[config.mk]
export PLATFORM = sky130hd
export DESIGN_NAME = inv_key_sched_flat
export DESIGN_NICKNAME = d
export VERILOG_FILES = /design/src/rtl/inv_key_sched_if.sv /design/src/rtl/inv_key_sched.sv /design/src/flat_wrapper.sv
export SDC_FILE = /design/constraint.sdc
export NUM_CORES = 1
export LEC_CHECK = 0
export CAP_MARGIN = 15
export CORE_ASPECT_RATIO = 1.4
export CORE_MARGIN = 2
export CORE_UTILIZATION = 42
export CTS_BUF_LIST = sky130_fd_sc_hd__clkbuf_16
export DETAILED_ROUTE_END_ITERATION = 12
export PLACE_DENSITY = 0.8
export SYNTH_ARGS = -nofsm -noshare
export SYNTH_HDL_FRONTEND = slang
export SYNTH_SLANG_ARGS = --single-unit
[constraint.sdc]
create_clock -name clk -period 2.1 [get_ports clk]
set_clock_uncertainty 0.1 [all_clocks]
set_input_delay 0.525 -clock clk [delete_from_list [all_inputs] [get_ports clk]]
set_output_delay 0.525 -clock clk [all_outputs]
set_load 0.02 [all_outputs]
[src/rtl/inv_key_sched_if.sv]
// Handshake and S-box bundle for the reverse AES-128 key-schedule sequencer.
// rk is transferred on a rising clk edge where rk_valid && rk_ready; rk_valid
// and rk stay stable until then. sub_out must be SubWord(sub_in) in the same cycle.
interface inv_key_sched_if;
  logic         start;
  logic [127:0] key_in;
  logic         rk_ready;
  logic [127:0] rk;
  logic         rk_valid;
  logic [3:0]   rnd;
  logic [7:0]   rc;
  logic         first_rnd;
  logic         final_rnd;
  logic         busy;
  logic         done;
  logic         dbg_state;
  logic [31:0]  sub_in;
  logic [31:0]  sub_out;

  modport master (
    output start, key_in, rk_ready, sub_out,
    input  rk, rk_valid, rnd, rc, first_rnd, final_rnd, busy, done, dbg_state, sub_in
  );

  modport slave (
    input  start, key_in, rk_ready, sub_out,
    output rk, rk_valid, rnd, rc, first_rnd, final_rnd, busy, done, dbg_state, sub_in
  );
endinterface

[src/rtl/inv_key_sched.sv]
// Reverse AES-128 key schedule: emits round keys 10..0 from the round-10 key,
// rebuilding each previous key through an external combinational S-box.
module inv_key_sched (
    input  logic            clk,
    input  logic            rst,
    inv_key_sched_if.slave  bus
);

    typedef enum logic {IDLE = 1'b0, EMIT = 1'b1} state_t;

    state_t       state;
    logic [127:0] rk;
    logic [3:0]   rnd;
    logic [7:0]   rc;
    logic         rk_valid;
    logic         done;

    logic [31:0]  w0, w1, w2, w3, t;
    logic         accept;

    assign w0 = rk[127:96];
    assign w1 = rk[95:64];
    assign w2 = rk[63:32];
    assign w3 = rk[31:0];
    assign t  = w3 ^ w2;   // previous key's w3, which fed the forward g() step

    assign accept = rk_valid && bus.rk_ready;

    // Undo xtime: a set LSB means the forward step reduced by 0x1b.
    function automatic logic [7:0] inv_xtime(input logic [7:0] v);
        return v[0] ? (((v ^ 8'h1b) >> 1) | 8'h80) : (v >> 1);
    endfunction

    always_ff @(posedge clk) begin
        if (rst) begin
            state    <= IDLE;
            rk       <= '0;
            rnd      <= 4'd0;
            rc       <= 8'h36;
            rk_valid <= 1'b0;
            done     <= 1'b0;
        end else begin
            done <= 1'b0;
            case (state)
                IDLE: begin
                    if (bus.start) begin
                        rk       <= bus.key_in;
                        rnd      <= 4'd10;
                        rc       <= 8'h36;
                        rk_valid <= 1'b1;
                        state    <= EMIT;
                    end
                end
                EMIT: begin
                    if (accept) begin
                        if (rnd != 4'd0) begin
                            rk  <= {w0 ^ bus.sub_out ^ {rc, 24'h0}, w1 ^ w0, w2 ^ w1, w3 ^ w2};
                            rnd <= rnd - 4'd1;
                            rc  <= inv_xtime(rc);
                        end else begin
                            rk_valid <= 1'b0;
                            done     <= 1'b1;
                            state    <= IDLE;
                        end
                    end
                end
                default: state <= IDLE;
            endcase
        end
    end

    assign bus.rk        = rk;
    assign bus.rk_valid  = rk_valid;
    assign bus.rnd       = rnd;
    assign bus.rc        = rc;
    assign bus.done      = done;
    assign bus.busy      = (state != IDLE);
    assign bus.dbg_state = state;
    assign bus.first_rnd = rk_valid && (rnd == 4'd10);
    assign bus.final_rnd = rk_valid && (rnd == 4'd0);
    assign bus.sub_in    = {t[23:0], t[31:24]};

endmodule

[src/flat_wrapper.sv]
// flat-port wrapper written by rule: the top's interface ports become plain ports
module inv_key_sched_flat 
  (clk, rst, bus_start, bus_key_in, bus_rk_ready, bus_sub_out, bus_rk, bus_rk_valid, bus_rnd, bus_rc, bus_first_rnd, bus_final_rnd, bus_busy, bus_done, bus_dbg_state, bus_sub_in);
  inv_key_sched_if bus_i ();
  input  logic clk;
  input  logic rst;
  input wire logic [$bits(bus_i.start)-1:0] bus_start;
  input wire logic [$bits(bus_i.key_in)-1:0] bus_key_in;
  input wire logic [$bits(bus_i.rk_ready)-1:0] bus_rk_ready;
  input wire logic [$bits(bus_i.sub_out)-1:0] bus_sub_out;
  output wire logic [$bits(bus_i.rk)-1:0] bus_rk;
  output wire logic [$bits(bus_i.rk_valid)-1:0] bus_rk_valid;
  output wire logic [$bits(bus_i.rnd)-1:0] bus_rnd;
  output wire logic [$bits(bus_i.rc)-1:0] bus_rc;
  output wire logic [$bits(bus_i.first_rnd)-1:0] bus_first_rnd;
  output wire logic [$bits(bus_i.final_rnd)-1:0] bus_final_rnd;
  output wire logic [$bits(bus_i.busy)-1:0] bus_busy;
  output wire logic [$bits(bus_i.done)-1:0] bus_done;
  output wire logic [$bits(bus_i.dbg_state)-1:0] bus_dbg_state;
  output wire logic [$bits(bus_i.sub_in)-1:0] bus_sub_in;
  assign bus_i.start = bus_start;
  assign bus_i.key_in = bus_key_in;
  assign bus_i.rk_ready = bus_rk_ready;
  assign bus_i.sub_out = bus_sub_out;
  assign bus_rk = bus_i.rk;
  assign bus_rk_valid = bus_i.rk_valid;
  assign bus_rnd = bus_i.rnd;
  assign bus_rc = bus_i.rc;
  assign bus_first_rnd = bus_i.first_rnd;
  assign bus_final_rnd = bus_i.final_rnd;
  assign bus_busy = bus_i.busy;
  assign bus_done = bus_i.done;
  assign bus_dbg_state = bus_i.dbg_state;
  assign bus_sub_in = bus_i.sub_in;
  inv_key_sched u_core (.clk(clk), .rst(rst), .bus(bus_i));
endmodule
==> summary.txt, run 1 <==
Global route
  • Vias in the first global route: 7600
  • Tot GR Track Use: 25.7%
  • Antenna violations before repair: 1
  • Grt total ovfl: 0
  • Pin count of the biggest net entering global routing: 111
  • First-pass GRT wire length: 39600 µm

Synth
  • Netlist cell types: 36
  • Simple-gate share of the synthesized area: 20.9%
  • Syn nets: 1089
  • FF+latch count, synth: 143
  • Synthesized cell area: 0.00757 mm²
  • Post-Syn Instances: 922
  • Main combinational cell family by area after synthesis: compound AO/OA/AOI/OAI gates
  • Post-synthesis xor/xnor area fraction: 6.02%
  • Sequential fraction of the synthesis area: 37.8%
  • Yosys Warn Count: 0
  • Multiplexer share of the synthesized area: 5.29%
  • Compound-Gate Fraction of Synth Area: 23.8%
  • Mean Syn Cell Area: 8.21 µm²
  • Adder-cell share of the synthesized area: 0.496%

Clock network
  • Root buffer cell: clkbuf_16
  • Clock Tree Buf Depth: 2
  • CTS Buf Count: 17
  • Clock Latency Late Sink: 420 ps
  • TritonCTS clock tree: built
  • Clock sink count: 143
  • # H-tree levels: 4
  • Worst-path clk slew: 60 ps
  • Hold-fix buffers, CTS: 0

Setup path
  • CP Data Required Time: 1470 ps
  • Crit. End Element: output pin
  • Reg2reg end: u_core.bus.rk[110]
  • Worst setup path end: bus_final_rnd
  • WP data arrival: 1460 ps
  • FF-to-FF setup slack: 170 ps
  • Element type at the critical path start: flip-flop
  • R2R depth: 8
  • Kind of critical path: flip-flop to output pin
  • Worst Setup SP: u_core.bus.rnd[0]
  • Worst-path fanout max: 3
  • Reg-to-Reg Start: u_core.bus.rnd[1]

Finish
  • Cell area after layout: 0.0121 mm²
  • Commonest non-fill, non-tap cell in the layout: clkdlybuf4s50_1
  • Most frequent cells in the layout: clkdlybuf4s50_1 (199), dfxtp_1 (139), dlygate4sd2_1 (106)
  • Count of non-filler cells in the finished layout: 1523
  • Final net count: 1436
  • Share of post-route cells with drive strength above 1: 11.7%
  • P&R area growth vs syn: 59.2%

Placement
  • Cell total after placement: 1489
  • Routability cong.: 0.851
  • Number of port buffers: 341
  • DP Area: 0.0115 mm²
  • Pre-CTS setup slack: -253 ps
  • Placed wire-length estimate: 18600 µm

STA
  • Transition time of the tightest slew-check pin: 482 ps
  • Period utilization: 99.2%
  • Hold Slack: 376 ps
  • Fin. Hold Viols: 0
  • Setup TNS Final: 0 ps
  • Max Fclk: 480 MHz
  • Final WS setup: 17.5 ps
  • Endpoints failing setup: 0
  • Pins Over Slew Limit: 0
  • Final Critical Period: 2080 ps
  • Worst slew margin: 67.9%
  • Unrepaired setup endpoints after global routing: true

Die
  • Initial Util: 42.4%
  • Die X: 117 µm
  • Core Area: 0.0179 mm²
  • Num rows: 58
  • I/O pin total: 342
  • Die height: 163 µm
  • Die Area: 0.0191 mm²

Detailed routing
  • Iteration-0 DRC Markers: 493
  • Via density: 5.33
  • Total number of vias: 8114
  • Final ANT Viol Nets: 0
  • Final WL: 25400 µm
  • Detailed Routing Iterations Pass 1: 4
  • Remaining DRCs: 0
  • DR WL/cell: 16.7 µm

Power and ir drop
  • LEAKAGE: 0.00529 µW
  • Peak supply drop: 0.498 mV
  • Power Dens Cells: 722 mW/mm²

Min path
  • Hold crit path type: flip-flop to flip-flop

Job
  • Max-cap violation count: 0

Run status
  • Status: complete, no violations
==> how the worst min path moves through the flow <==
stage,start,end,cells after the start
finish,u_core.bus.rk[12],u_core.bus.rk[12],2
global route,rst,u_core.bus.done,2
CTS,rst,u_core.bus.done,2
detailed placement,u_core.bus.rk[14],u_core.bus.rk[14],2
global placement,u_core.bus.rk[8],u_core.bus.rk[8],2
floorplan,u_core.bus.rk[10],u_core.bus.rk[10],2
==> layout make-up <==
cell class / instances / area, µm²
fill: 1483 / 5800
multi-input combinational: 698 / 4320
timing repair buffer: 407 / 3960
sequential: 143 / 2870
clock buffer: 18 / 450
tap: 240 / 300
clock inverter: 14 / 138
inverter: 2 / 7.51
antenna: 1 / 2.50
==> state kept, by name (all words and copies together) (netlist names) <==
name                 count
u_core.bus.rk          128
u_core.bus.rc            8
u_core.bus.rnd           4
u_core.bus.busy          1
u_core.bus.done          1
u_core.bus.rk_valid      1
==> critical path: stages (launching register included) <==
cell,delay (ps)
dfxtp_2,320
inv_2,70
ha_4,140
nor4bb_4,220
buf_4,170
buf_6,110
==> Yosys cell counts <==
| library cell | number | area share, % |
|---|---|---|
| nor3b_2 | 1 | 0.17 |
| xor2_1 | 36 | 4.2 |
| mux2i_1 | 40 | 5.3 |
| and3_1 | 1 | 0.083 |
| xnor2_1 | 16 | 1.9 |
| or3b_1 | 1 | 0.12 |
| a21oi_1 | 92 | 6.1 |
| a2111oi_2 | 6 | 1.2 |
| nor3_1 | 7 | 0.46 |
| o21ai_0 | 88 | 5.8 |
| nand3_2 | 1 | 0.13 |
| nor2b_1 | 1 | 0.083 |
| a311oi_1 | 1 | 0.12 |
| a21oi_2 | 1 | 0.12 |
| nor2_1 | 78 | 3.9 |
| nand2_1 | 40 | 2.0 |
| nor4bb_1 | 1 | 0.13 |
| a31oi_1 | 1 | 0.083 |
| buf_4 | 12 | 1.2 |
| o21ai_2 | 1 | 0.12 |
| inv_1 | 2 | 0.099 |
| buf_1 | 3 | 0.15 |
| or2_2 | 32 | 2.6 |
| nand3_1 | 96 | 6.3 |
| a2111oi_1 | 18 | 2.4 |
| clkbuf_1 | 34 | 1.7 |
| nand2b_1 | 57 | 4.7 |
| a2111oi_0 | 8 | 0.93 |
| o21a_1 | 2 | 0.20 |
| a211oi_1 | 66 | 6.5 |
| buf_6 | 8 | 1.2 |
| and4b_1 | 1 | 0.13 |
| ha_1 | 3 | 0.50 |
| buf_2 | 22 | 1.5 |
| dfxtp_1 | 143 | 38 |
| o21bai_1 | 2 | 0.20 |
==> report_power, final <==
group          switching, µW  total, µW  internal, µW
registers                274       3220          2940
logic                   1270       2450          1180
clock network           1230       3040          1810
total                   2770       8700          5930
==> per-stage QoR <==
step	power (µW)	utilization, %
after floorplan	4570	-
after global placement	5820	64.3
after global routing	9090	67.5
after CTS	8750	66.9
final	8700	67.5
after detailed placement	5870	64.3
==> layer usage <==
metal | GRT usage [%] | vias up | share of wire (%)
met5 | 0 | - | 0
met4 | 9.86 | 0 | 2.7
met3 | 6.02 | 41 | 5.2
met2 | 48.5 | 259 | 54
met1 | 27.8 | 3817 | 38
li1 | - | 3997 | -
==> repair_timing <==
action                                  in CTS  in global routing
resized for setup                          123                 41
buffers inserted                             0                  1
endpoints found under the setup margin     110                 44
pin swaps                                    1                  0
==> cell families (layout without fill, tap and decap cells) <==
kind of cell,Yosys count,count (layout)
AND/OR/NAND/NOR,317,317
AO/OA/AOI/OAI,286,286
flip-flops,143,143
buffers and inverters,81,441
XOR/XNOR,52,52
multiplexers,40,40
adder cells (fa/ha/maj),3,3
other,0,1
No activity file was read; power rests on OpenSTA's default activity.
==> inputs of run 2 (changes only) <==
Settings changed: CTS_CLUSTER_SIZE set to 10.
==> results of run 2 <==
Final layout, timing and power as in run 1 (identical DEF).
==> inputs of run 3 (changes only) <==
Settings changed: CORE_UTILIZATION 42 to 44, DONT_BUFFER_PORTS set to 1, PLACE_DENSITY 0.8 to 0.58.
==> summary.txt, run 3 (synthesis results as in run 1) <==
Clock network
  • # H-tree levels: 4
  • Clock Latency Late Sink: 420 ps
  • Root buffer cell: clkbuf_16
  • CTS Buf Count: 17
  • Worst-path clk slew: 60 ps
  • Hold-fix buffers, CTS: 0
  • Clock sink count: 143
  • TritonCTS clock tree: built
  • Clock Tree Buf Depth: 2

Die
  • Core Area: 0.0168 mm²
  • Die Area: 0.0183 mm²
  • Num rows: 56
  • Die height: 159 µm
  • I/O pin total: 342
  • Die X: 115 µm
  • Initial Util: 45.0%

Power and ir drop
  • Comb pwr share: 18.0%
  • Cell internal pwr: 5630 µW
  • Psw: 2610 µW
  • LEAKAGE: 0.00323 µW
  • Flop pwr share: 42.0%
  • Peak supply drop: 0.488 mV
  • Switch share: 31.7%
  • Power Dens Cells: 940 mW/mm²
  • Clock network power share: 40.0%

Detailed routing
  • Via density: 5.79
  • Iteration-0 DRC Markers: 348
  • Final WL: 21500 µm
  • Detailed Routing Iterations Pass 1: 6
  • DR WL/cell: 18.8 µm
  • Top routing layer used: met4
  • WL met2: 11000 µm
  • WL met3: 1850 µm
  • Total number of vias: 6644
  • Remaining DRCs: 0
  • Met1 WL: 8160 µm
  • Final ANT Viol Nets: 0

Global route
  • Pin count of the biggest net entering global routing: 143
  • Grt total ovfl: 0
  • First-pass GRT wire length: 32600 µm
  • Tot GR Track Use: 22.2%
  • Vias in the first global route: 6111
  • Antenna violations before repair: 0

STA
  • Fin. Hold Viols: 0
  • Final Critical Period: 2050 ps
  • Unrepaired setup endpoints after global routing: false
  • Max Fclk: 489 MHz
  • Transition time of the tightest slew-check pin: 677 ps
  • Endpoints failing setup: 0
  • Hold Slack: 72.0 ps
  • Period utilization: 97.4%
  • Pins Over Slew Limit: 0
  • Worst slew margin: 54.9%
  • Final WS setup: 53.8 ps

Finish
  • ANT cells: 0
  • Commonest non-fill, non-tap cell in the layout: dfxtp_1
  • Top flop regs: u_core.bus.rk (128), u_core.bus.rc (8), u_core.bus.rnd (4)
  • Biggest register: u_core.bus.rk
  • Fill cells: 1626
  • P&R area growth vs syn: 15.8%
  • Most frequent cells in the layout: dfxtp_1 (142), nand3_1 (96), a21oi_1 (92)
  • Final net count: 1098
  • Max reg flops: 128
  • Final core utilization: 52.1%
  • Share of post-route cells with drive strength above 1: 15.9%
  • Cell area after layout: 0.00877 mm²

Setup path
  • Element type at the critical path start: flip-flop
  • Crit. End Element: output pin
  • CP Data Required Time: 1470 ps
  • WP data arrival: 1420 ps
  • Worst-path fanout max: 4
  • Kind of critical path: flip-flop to output pin

Placement
  • Placed wire-length estimate: 15000 µm
  • Pre-CTS setup slack: -24.6 ps
  • Routability cong.: 0.829
  • DP Area: 0.00799 mm²
  • Number of port buffers: 0

Job
  • Max-cap violation count: 0

Run status
  • Status: complete, no violations

Min path
  • Hold crit path type: input pin to flip-flop
==> run 3: cell types whose count changed in the layout (fill, tap and decap cells not counted), moves of 4 or more <==
cell / before / now
clkdlybuf4s50_1: 199 / 0
dlygate4sd2_1: 106 / 0
dlymetal6s2s_1: 31 / 0
a2111oi_2: 6 / 10
buf_12: 9 / 5
inv_1: 0 / 4
==> run 3: worst paths after layout <==
check                                        from                 to  slack (ps)  depth (start not counted)
worst max-delay path            u_core.bus.rnd[1]      bus_first_rnd          50                          3
worst min-delay path                          rst  u_core.bus.rk[62]          70                          1
worst max register to register  u_core.bus.rnd[1]  u_core.bus.rk[92]         150                          8
worst min register to register  u_core.bus.rk[30]  u_core.bus.rk[30]         470                          2
==> run 3: per-stage QoR <==
stage	total power [µW]	cells	TNS [ps]
global route	8600	1147	0
floorplan	4570	922	0
global placement	4940	1110	0
finish	8240	1147	0
CTS	8260	1142	0
detailed placement	4960	1110	-24.6
==> run 3: layout make-up <==
class                      instances  area (µm²)  share of cell area (%)
multi-input combinational        698        4360                    49.7
sequential                       143        2870                    32.7
timing repair buffer              69         642                    7.32
clock buffer                      18         450                    5.14
tap                              203         254                    2.90
clock inverter                    14         189                    2.15
inverter                           2        7.51                  0.0856
==> run 3: power groups by stage <==
stage / Sequential [µW] / Clock [µW] / Combinational, µW
6_report: 3460 / 3290 / 1480
5_1_grt: 3500 / 3470 / 1640
4_1_cts: 3460 / 3350 / 1440
3_5_place_dp: 3520 / 0 / 1430
3_3_place_gp: 3520 / 0 / 1420
2_1_floorplan: 3490 / 0 / 1080
==> run 3: timing repair <==
action / CTS / global route
gates resized for setup: 3 / 14
setup buffers: 0 / 4
gates cloned: 0 / 1
hold endpoints to repair: 0 / 0
pin swaps: 1 / 1
endpoints found under the setup margin: 5 / 44
==> run 3: worst max-delay path, cell delays in order, from the launching register on <==
cell and delay, ps:
dfxtp_1 330, buf_4 170, ha_1 160, and4b_1 340
==> run 3: metal layers <==
metal / GRT usage [%] / vias to the layer above
li1: - / 3322
met1: 23.9 / 3042
met2: 39.0 / 247
met3: 7.99 / 33
met4: 8.54 / 0
met5: 0 / -
